==> src/rtl/wb_spimemio_arb_if.sv <==
// Bus bundle between the two Wishbone masters, the arbiter and the SPI flash reader.
// Signal names carry the arbiter's point of view (_i into the arbiter, _o out of it).
interface wb_spimemio_arb_if;
  localparam int unsigned AW = 24;
  localparam int unsigned DW = 32;

  logic [AW-1:0] m0_adr_i;
  logic          m0_cyc_i;
  logic          m0_stb_i;
  logic [DW-1:0] m0_dat_o;
  logic          m0_ack_o;
  logic          m0_err_o;

  logic [AW-1:0] m1_adr_i;
  logic          m1_cyc_i;
  logic          m1_stb_i;
  logic [DW-1:0] m1_dat_o;
  logic          m1_ack_o;
  logic          m1_err_o;

  logic [AW-1:0] s_adr_o;
  logic          s_cyc_o;
  logic          s_stb_o;
  logic [DW-1:0] s_dat_i;
  logic          s_ack_i;

  logic          inv_i;

  // Arbiter side
  modport slave (
    input  m0_adr_i, m0_cyc_i, m0_stb_i,
    output m0_dat_o, m0_ack_o, m0_err_o,
    input  m1_adr_i, m1_cyc_i, m1_stb_i,
    output m1_dat_o, m1_ack_o, m1_err_o,
    output s_adr_o, s_cyc_o, s_stb_o,
    input  s_dat_i, s_ack_i,
    input  inv_i
  );

  // Environment side: both masters, the flash reader and the invalidate source
  modport master (
    output m0_adr_i, m0_cyc_i, m0_stb_i,
    input  m0_dat_o, m0_ack_o, m0_err_o,
    output m1_adr_i, m1_cyc_i, m1_stb_i,
    input  m1_dat_o, m1_ack_o, m1_err_o,
    input  s_adr_o, s_cyc_o, s_stb_o,
    output s_dat_i, s_ack_i,
    output inv_i
  );
endinterface

==> src/rtl/wb_spimemio_arb.sv <==
// Two-master round-robin arbiter in front of a single SPI flash reader, with a
// one-entry read-hit buffer and a slave-wait timeout that terminates with err.
module wb_spimemio_arb #(
  parameter int unsigned TIMEOUT   = 255,
  parameter bit          HITBUF_EN = 1'b1
) (
  input logic             wb_clk_i,
  input logic             wb_rst_ni,
  wb_spimemio_arb_if.slave bus
);
  localparam int unsigned AW = 24;
  localparam int unsigned DW = 32;
  localparam int unsigned CW = 16;

  typedef enum logic [1:0] {
    ST_IDLE = 2'd0,
    ST_WAIT = 2'd1,
    ST_RESP = 2'd2
  } state_e;

  state_e state_q, state_d;

  logic [AW-1:0] s_adr_q, s_adr_d;
  logic          s_cyc_q, s_cyc_d;
  logic [DW-1:0] m0_dat_q, m0_dat_d;
  logic          m0_ack_q, m0_ack_d;
  logic          m0_err_q, m0_err_d;
  logic [DW-1:0] m1_dat_q, m1_dat_d;
  logic          m1_ack_q, m1_ack_d;
  logic          m1_err_q, m1_err_d;
  logic [AW-1:0] buf_adr_q, buf_adr_d;
  logic [DW-1:0] buf_dat_q, buf_dat_d;
  logic          buf_valid_q, buf_valid_d;
  logic          last_grant_q, last_grant_d;
  logic          grant_q, grant_d;
  logic          drop_q, drop_d;
  logic [CW-1:0] wait_cnt_q, wait_cnt_d;

  logic          pend0, pend1, gnt_any, gnt_sel, hit, gnt_cyc, abandon, timeout;
  logic [AW-1:0] gnt_adr;

  // Request decode: pending masters, round-robin pick, hit and timeout detection
  always_comb begin
    pend0   = bus.m0_cyc_i & bus.m0_stb_i & ~m0_ack_q & ~m0_err_q;
    pend1   = bus.m1_cyc_i & bus.m1_stb_i & ~m1_ack_q & ~m1_err_q;
    gnt_any = pend0 | pend1;
    gnt_sel = (pend0 & pend1) ? ~last_grant_q : pend1;
    gnt_adr = gnt_sel ? bus.m1_adr_i : bus.m0_adr_i;
    hit     = HITBUF_EN && buf_valid_q && (gnt_adr == buf_adr_q);
    gnt_cyc = grant_q ? bus.m1_cyc_i : bus.m0_cyc_i;
    abandon = drop_q | ~gnt_cyc;
    timeout = (wait_cnt_q == CW'(TIMEOUT - 1));
  end

  // State register
  always_ff @(posedge wb_clk_i or negedge wb_rst_ni) begin
    if (!wb_rst_ni) state_q <= ST_IDLE;
    else            state_q <= state_d;
  end

  // Next-state logic
  always_comb begin
    state_d = state_q;
    unique case (state_q)
      ST_IDLE: if (gnt_any) state_d = hit ? ST_RESP : ST_WAIT;
      ST_WAIT: if (bus.s_ack_i || timeout) state_d = ST_RESP;
      ST_RESP: state_d = ST_IDLE;
      default: state_d = ST_IDLE;
    endcase
  end

  // Output / datapath next values; ack and err default low so they pulse for RESP only
  always_comb begin
    s_adr_d      = s_adr_q;
    s_cyc_d      = s_cyc_q;
    m0_dat_d     = m0_dat_q;
    m0_ack_d     = 1'b0;
    m0_err_d     = 1'b0;
    m1_dat_d     = m1_dat_q;
    m1_ack_d     = 1'b0;
    m1_err_d     = 1'b0;
    buf_adr_d    = buf_adr_q;
    buf_dat_d    = buf_dat_q;
    buf_valid_d  = buf_valid_q;
    last_grant_d = last_grant_q;
    grant_d      = grant_q;
    drop_d       = drop_q;
    wait_cnt_d   = wait_cnt_q;

    unique case (state_q)
      ST_IDLE: begin
        if (gnt_any) begin
          grant_d      = gnt_sel;
          last_grant_d = gnt_sel;
          drop_d       = 1'b0;
          if (hit) begin
            if (gnt_sel) begin
              m1_dat_d = buf_dat_q;
              m1_ack_d = 1'b1;
            end else begin
              m0_dat_d = buf_dat_q;
              m0_ack_d = 1'b1;
            end
          end else begin
            s_adr_d    = gnt_adr;
            s_cyc_d    = 1'b1;
            wait_cnt_d = '0;
          end
        end
      end
      ST_WAIT: begin
        // A master that lets go of cyc never gets a response, but the fill still lands
        if (!gnt_cyc) drop_d = 1'b1;
        if (bus.s_ack_i) begin
          s_cyc_d     = 1'b0;
          buf_adr_d   = s_adr_q;
          buf_dat_d   = bus.s_dat_i;
          buf_valid_d = 1'b1;
          if (!abandon) begin
            if (grant_q) begin
              m1_dat_d = bus.s_dat_i;
              m1_ack_d = 1'b1;
            end else begin
              m0_dat_d = bus.s_dat_i;
              m0_ack_d = 1'b1;
            end
          end
        end else if (timeout) begin
          s_cyc_d     = 1'b0;
          buf_valid_d = 1'b0;
          if (!abandon) begin
            if (grant_q) m1_err_d = 1'b1;
            else         m0_err_d = 1'b1;
          end
        end else begin
          wait_cnt_d = wait_cnt_q + CW'(1);
        end
      end
      ST_RESP: ;
      default: ;
    endcase

    if (bus.inv_i) buf_valid_d = 1'b0;
  end

  // Datapath and response registers
  always_ff @(posedge wb_clk_i or negedge wb_rst_ni) begin
    if (!wb_rst_ni) begin
      s_adr_q      <= '0;
      s_cyc_q      <= 1'b0;
      m0_dat_q     <= '0;
      m0_ack_q     <= 1'b0;
      m0_err_q     <= 1'b0;
      m1_dat_q     <= '0;
      m1_ack_q     <= 1'b0;
      m1_err_q     <= 1'b0;
      buf_adr_q    <= '0;
      buf_dat_q    <= '0;
      buf_valid_q  <= 1'b0;
      last_grant_q <= 1'b1;
      grant_q      <= 1'b0;
      drop_q       <= 1'b0;
      wait_cnt_q   <= '0;
    end else begin
      s_adr_q      <= s_adr_d;
      s_cyc_q      <= s_cyc_d;
      m0_dat_q     <= m0_dat_d;
      m0_ack_q     <= m0_ack_d;
      m0_err_q     <= m0_err_d;
      m1_dat_q     <= m1_dat_d;
      m1_ack_q     <= m1_ack_d;
      m1_err_q     <= m1_err_d;
      buf_adr_q    <= buf_adr_d;
      buf_dat_q    <= buf_dat_d;
      buf_valid_q  <= buf_valid_d;
      last_grant_q <= last_grant_d;
      grant_q      <= grant_d;
      drop_q       <= drop_d;
      wait_cnt_q   <= wait_cnt_d;
    end
  end

  assign bus.s_adr_o  = s_adr_q;
  assign bus.s_cyc_o  = s_cyc_q;
  assign bus.s_stb_o  = s_cyc_q;
  assign bus.m0_dat_o = m0_dat_q;
  assign bus.m0_ack_o = m0_ack_q;
  assign bus.m0_err_o = m0_err_q;
  assign bus.m1_dat_o = m1_dat_q;
  assign bus.m1_ack_o = m1_ack_q;
  assign bus.m1_err_o = m1_err_q;
endmodule

==> src/flat_wrapper.sv <==
// flat-port wrapper written by rule: the top's interface ports become plain ports
module wb_spimemio_arb_flat 
#(
  parameter int unsigned TIMEOUT   = 255,
  parameter bit          HITBUF_EN = 1'b1
)
  (wb_clk_i, wb_rst_ni, bus_m0_adr_i, bus_m0_cyc_i, bus_m0_stb_i, bus_m0_dat_o, bus_m0_ack_o, bus_m0_err_o, bus_m1_adr_i, bus_m1_cyc_i, bus_m1_stb_i, bus_m1_dat_o, bus_m1_ack_o, bus_m1_err_o, bus_s_adr_o, bus_s_cyc_o, bus_s_stb_o, bus_s_dat_i, bus_s_ack_i, bus_inv_i);
  wb_spimemio_arb_if bus_i ();
  input logic wb_clk_i;
  input logic wb_rst_ni;
  input wire logic [$bits(bus_i.m0_adr_i)-1:0] bus_m0_adr_i;
  input wire logic [$bits(bus_i.m0_cyc_i)-1:0] bus_m0_cyc_i;
  input wire logic [$bits(bus_i.m0_stb_i)-1:0] bus_m0_stb_i;
  output wire logic [$bits(bus_i.m0_dat_o)-1:0] bus_m0_dat_o;
  output wire logic [$bits(bus_i.m0_ack_o)-1:0] bus_m0_ack_o;
  output wire logic [$bits(bus_i.m0_err_o)-1:0] bus_m0_err_o;
  input wire logic [$bits(bus_i.m1_adr_i)-1:0] bus_m1_adr_i;
  input wire logic [$bits(bus_i.m1_cyc_i)-1:0] bus_m1_cyc_i;
  input wire logic [$bits(bus_i.m1_stb_i)-1:0] bus_m1_stb_i;
  output wire logic [$bits(bus_i.m1_dat_o)-1:0] bus_m1_dat_o;
  output wire logic [$bits(bus_i.m1_ack_o)-1:0] bus_m1_ack_o;
  output wire logic [$bits(bus_i.m1_err_o)-1:0] bus_m1_err_o;
  output wire logic [$bits(bus_i.s_adr_o)-1:0] bus_s_adr_o;
  output wire logic [$bits(bus_i.s_cyc_o)-1:0] bus_s_cyc_o;
  output wire logic [$bits(bus_i.s_stb_o)-1:0] bus_s_stb_o;
  input wire logic [$bits(bus_i.s_dat_i)-1:0] bus_s_dat_i;
  input wire logic [$bits(bus_i.s_ack_i)-1:0] bus_s_ack_i;
  input wire logic [$bits(bus_i.inv_i)-1:0] bus_inv_i;
  assign bus_i.m0_adr_i = bus_m0_adr_i;
  assign bus_i.m0_cyc_i = bus_m0_cyc_i;
  assign bus_i.m0_stb_i = bus_m0_stb_i;
  assign bus_m0_dat_o = bus_i.m0_dat_o;
  assign bus_m0_ack_o = bus_i.m0_ack_o;
  assign bus_m0_err_o = bus_i.m0_err_o;
  assign bus_i.m1_adr_i = bus_m1_adr_i;
  assign bus_i.m1_cyc_i = bus_m1_cyc_i;
  assign bus_i.m1_stb_i = bus_m1_stb_i;
  assign bus_m1_dat_o = bus_i.m1_dat_o;
  assign bus_m1_ack_o = bus_i.m1_ack_o;
  assign bus_m1_err_o = bus_i.m1_err_o;
  assign bus_s_adr_o = bus_i.s_adr_o;
  assign bus_s_cyc_o = bus_i.s_cyc_o;
  assign bus_s_stb_o = bus_i.s_stb_o;
  assign bus_i.s_dat_i = bus_s_dat_i;
  assign bus_i.s_ack_i = bus_s_ack_i;
  assign bus_i.inv_i = bus_inv_i;
  wb_spimemio_arb #(.TIMEOUT(TIMEOUT), .HITBUF_EN(HITBUF_EN)) u_core (.wb_clk_i(wb_clk_i), .wb_rst_ni(wb_rst_ni), .bus(bus_i));
endmodule
==> config.mk <==
export PLATFORM = sky130hd
export DESIGN_NAME = wb_spimemio_arb_flat
export DESIGN_NICKNAME = d
export VERILOG_FILES = /design/src/rtl/wb_spimemio_arb_if.sv /design/src/rtl/wb_spimemio_arb.sv /design/src/flat_wrapper.sv
export SDC_FILE = /design/constraint.sdc
export NUM_CORES = 1
export LEC_CHECK = 0
export ABC_CLOCK_PERIOD_IN_PS = 8200
export BUFFER_PORTS_ARGS = -buffer_cell sky130_fd_sc_hd__buf_2
export CAP_MARGIN = 15
export CORE_AREA = 2 2 167 169
export DETAILED_ROUTE_END_ITERATION = 16
export DIE_AREA = 0 0 169 171
export PLACE_DENSITY = 0.49
export SLEW_MARGIN = 20
export SYNTH_ARGS = -nofsm -noshare
export SYNTH_HDL_FRONTEND = slang
export SYNTH_SLANG_ARGS = --single-unit
==> constraint.sdc <==
create_clock -name wb_clk_i -period 8.2 [get_ports wb_clk_i]
set_clock_uncertainty 0.15 [all_clocks]
set_input_delay 0 -clock wb_clk_i [delete_from_list [all_inputs] [get_ports wb_clk_i]]
set_output_delay 0 -clock wb_clk_i [all_outputs]
set_load 0.03 [all_outputs]
==> reports/results.txt <==
post-DP HPWL: 14,300 um
Startpoint Class: flop
required time worst endpoint: 8.36 ns
synth unique cells: 58
nets@finish: 1,062
final wirelength: 21,700 um
main combinational cell family by area after synthesis: multiplexers
asr flop ratio synth: 100%
drt wl/cell: 16.3 um
Min-Delay Path Class: input port to flop
Final Hold Vio Count: 0
Final min period: 4.64 ns
ratio of cells with drive above 1 in the final layout: 35.4%
Critical Path AT: 4.80 ns
die height: 171 um
Peak Freq: 215 MHz
Syn-to-layout area delta: 32.3%
Crit Path Class: flop to flop
Tot GR Track Use: 15.2%
RSZ-0062 raised after global routing: no
# rows: 61
CP max stage delay: 0.91 ns
Avg Synthesized Cell Area: 11.1 um^2
ys flop type: dfrtp_1
P per Cell Area: 371 mW/mm^2
Least-Margin Pin Slew: 1.08 ns
total grt overflow: 0
Synth Instances: 721
CP max-delay cell: a41o_2
Synth area leader: dfrtp_1
final hold slack: 0.0172 ns
Pins Over Slew Limit: 0
Detailed Route Iter0 Violations: 300
core box area: 0.0273 mm^2
Crit Path Max Fanout: 33
#FFs+latches synth: 171
Buf/Inv on CP: 0
area fraction in compound gates after synthesis: 6.21%
Critical Path End Type: flop
CTS tree: built
post-route ant nets: 0
adder-cell share of the synthesized area: 0.312%
DIE WIDTH: 169 um
Starting Density: 29.4%
crit-path cells: and4bb_2 > a21boi_4 > mux2i_1 > xnor2_1 > nor4_1 > and3_1 > a41o_2 > mux2_2
Mapped Nets: 811
commonest cells in the netlist: dfrtp_1 (170), nand2_1 (160), mux2_2 (112), mux2i_1 (32), inv_1 (31)
Initial DRT Pass Iterations: 4
final setup TNS: 0 ns
Final Cycle Share: 56.6%
Ports: 182
number of global-route vias before repair: 6,207
area share of the largest cell type after synthesis: 53.0%
Seq/Total Area, Yosys: 53.4%
pin count of the biggest net entering global routing: 100
outcome: complete, no violations
placer congestion estimate: 0.778
Synth Area in Simple Gates: 13.6%
Post-CTS Setup Repair Bufs: 0
xor/xnor share of the synthesized area: 2.40%
CTS resizes: 0
CTS H-tree lvls: 4
Num CTS Buffers: 17
final core utilization: 38.8%
DR vias: 6,167
Port-buffer cells: 181
Post-Syn Area: 0.00802 mm^2
Max clock buf depth: 2
EDFF count, synth: 0
global-route wire length before repair: 34,500 um
cell with the most instances after synthesis: dfrtp_1
delay-heaviest family, CP: compound AO/OA/AOI/OAI gates
die area: 0.0289 mm^2
Root Buffer: clkbuf_16
maximum VDD drop: 0.164 mV
ant diodes: 0
Yosys warning count: 0
Clk Latency, worst-skew pair: 0.43 ns
Area contributors post-synth: dfrtp_1 (53%), mux2_2 (16%), nand2_1 (7.5%), mux2i_1 (4.0%), xnor2_1 (1.6%)
initial antenna violation count: 0
Reg clk slew, reported paths: 0.07 ns
Rel. slew slack: 27.9%
Leak Pwr: 0.00520 uW
final setup violation count: 0
max cap viols: 0
post-synthesis mux area share: 19.7%
detailed-route DRC error count: 0
vias per cell: 4.64
clk sink count: 171
per-layer routing:
layer	up-vias	part of all wire (%)	global-route usage (%)
met2	95	49	24.9
met1	3054	47	20.9
met3	16	3.1	2.52
met4	0	1.4	4.31
li1	3002	-	-
met5	-	0	0
cell usage in the layout (no fill, tap or decap), types with 3 or more instances in the layout:
cell type	n
clkinv_4	3
nor4_1	5
nor2_1	5
nand3_1	26
buf_4	8
nand4_1	9
dlygate4sd3_1	85
and3_1	3
o21ai_0	20
dfrtp_1	170
mux2_2	112
nand2b_1	7
a31oi_1	4
a41oi_1	6
buf_2	180
inv_6	5
nand2_1	159
xnor2_1	15
nor3_1	11
o31ai_1	6
mux2i_1	32
a31o_2	3
clkbuf_16	17
clkinvlp_4	3
or3_1	5
inv_1	31
xor2_1	7
state kept, by name, indices dropped and copies added, names as in the netlist, 2 cells and up:
signal	cells
u_core.buf_dat_q	32
u_core.bus.m0_dat_o	32
u_core.bus.m1_dat_o	32
u_core.buf_adr_q	24
u_core.state_q	2
u_core.wait_cnt_q	16
u_core.bus.s_adr_o	24
final timing paths:
check / end / cells past startpoint / slack (ns) / from
max: u_core.bus.m0_dat_o[11]$_DFFE_PN0P_ / 8 / 3.56 / u_core.bus.m1_err_o$_DFF_PN0_
min: u_core.bus.s_adr_o[12]$_DFFE_PN0P_ / 4 / 0.02 / bus_m1_adr_i[12]
max reg2reg: u_core.bus.m0_dat_o[11]$_DFFE_PN0P_ / 8 / 3.56 / u_core.bus.m1_err_o$_DFF_PN0_
min reg2reg: u_core.last_grant_q$_DFFE_PN1P_ / 2 / 0.35 / u_core.last_grant_q$_DFFE_PN1P_
max in group asynchronous: u_core.wait_cnt_q[4]$_DFFE_PN0P_ / 3 / 6.24 / wb_rst_ni
min in group asynchronous: u_core.bus.s_adr_o[4]$_DFFE_PN0P_ / 2 / 0.11 / wb_rst_ni
layout make-up:
class / count / area (um^2)
flip-flops and latches: 171 / 4280
fillers: 2745 / 16700
well taps: 346 / 433
repair buffers: 274 / 1820
clock buffers: 18 / 439
inverters: 31 / 116
multi-input cells: 477 / 3410
clock inverters: 13 / 109
worst reg2reg max path, stage by stage (launching register included):
cell	delay [ns]
dfrtp_1	0.38
and4bb_2	0.34
a21boi_4	0.86
mux2i_1	0.37
xnor2_1	0.10
nor4_1	0.37
and3_1	0.62
a41o_2	0.92
mux2_2	0.43
metrics by stage:
step | std cells | worst slack (ns) | cell area (um^2) | total power [uW]
floorplan | 721 | 5.04 | 8020 | 2650
global placement | 1214 | 3.56 | 9220 | 3150
detailed placement | 1214 | 3.46 | 9220 | 3160
CTS | 1330 | 3.47 | 10600 | 3990
global route | 1330 | 3.17 | 10600 | 4200
finish | 1330 | 3.56 | 10600 | 3940
where the power goes:
group	switching (uW)	leakage [uW]	total [uW]	internal (uW)
logic	1030	0.00280	1680	652
registers	263	0.00214	1490	1230
clock network	365	0.000262	767	402
logic make-up after synthesis:
group                    count (synthesis)
XOR/XNOR                                22
AND/OR/NAND/NOR                        243
flip-flops                             171
multiplexers                           144
AO/OA/AOI/OAI                           66
adder cells (fa/ha/maj)                  2
buffers and inverters                   73
what timing repair did:
action / in CTS / in global routing
hold endpoints to repair: 222 / 0
hold buffers: 85 / 0
endpoints found under the setup margin: 0 / 0
Power figures use the tool's default switching activity.
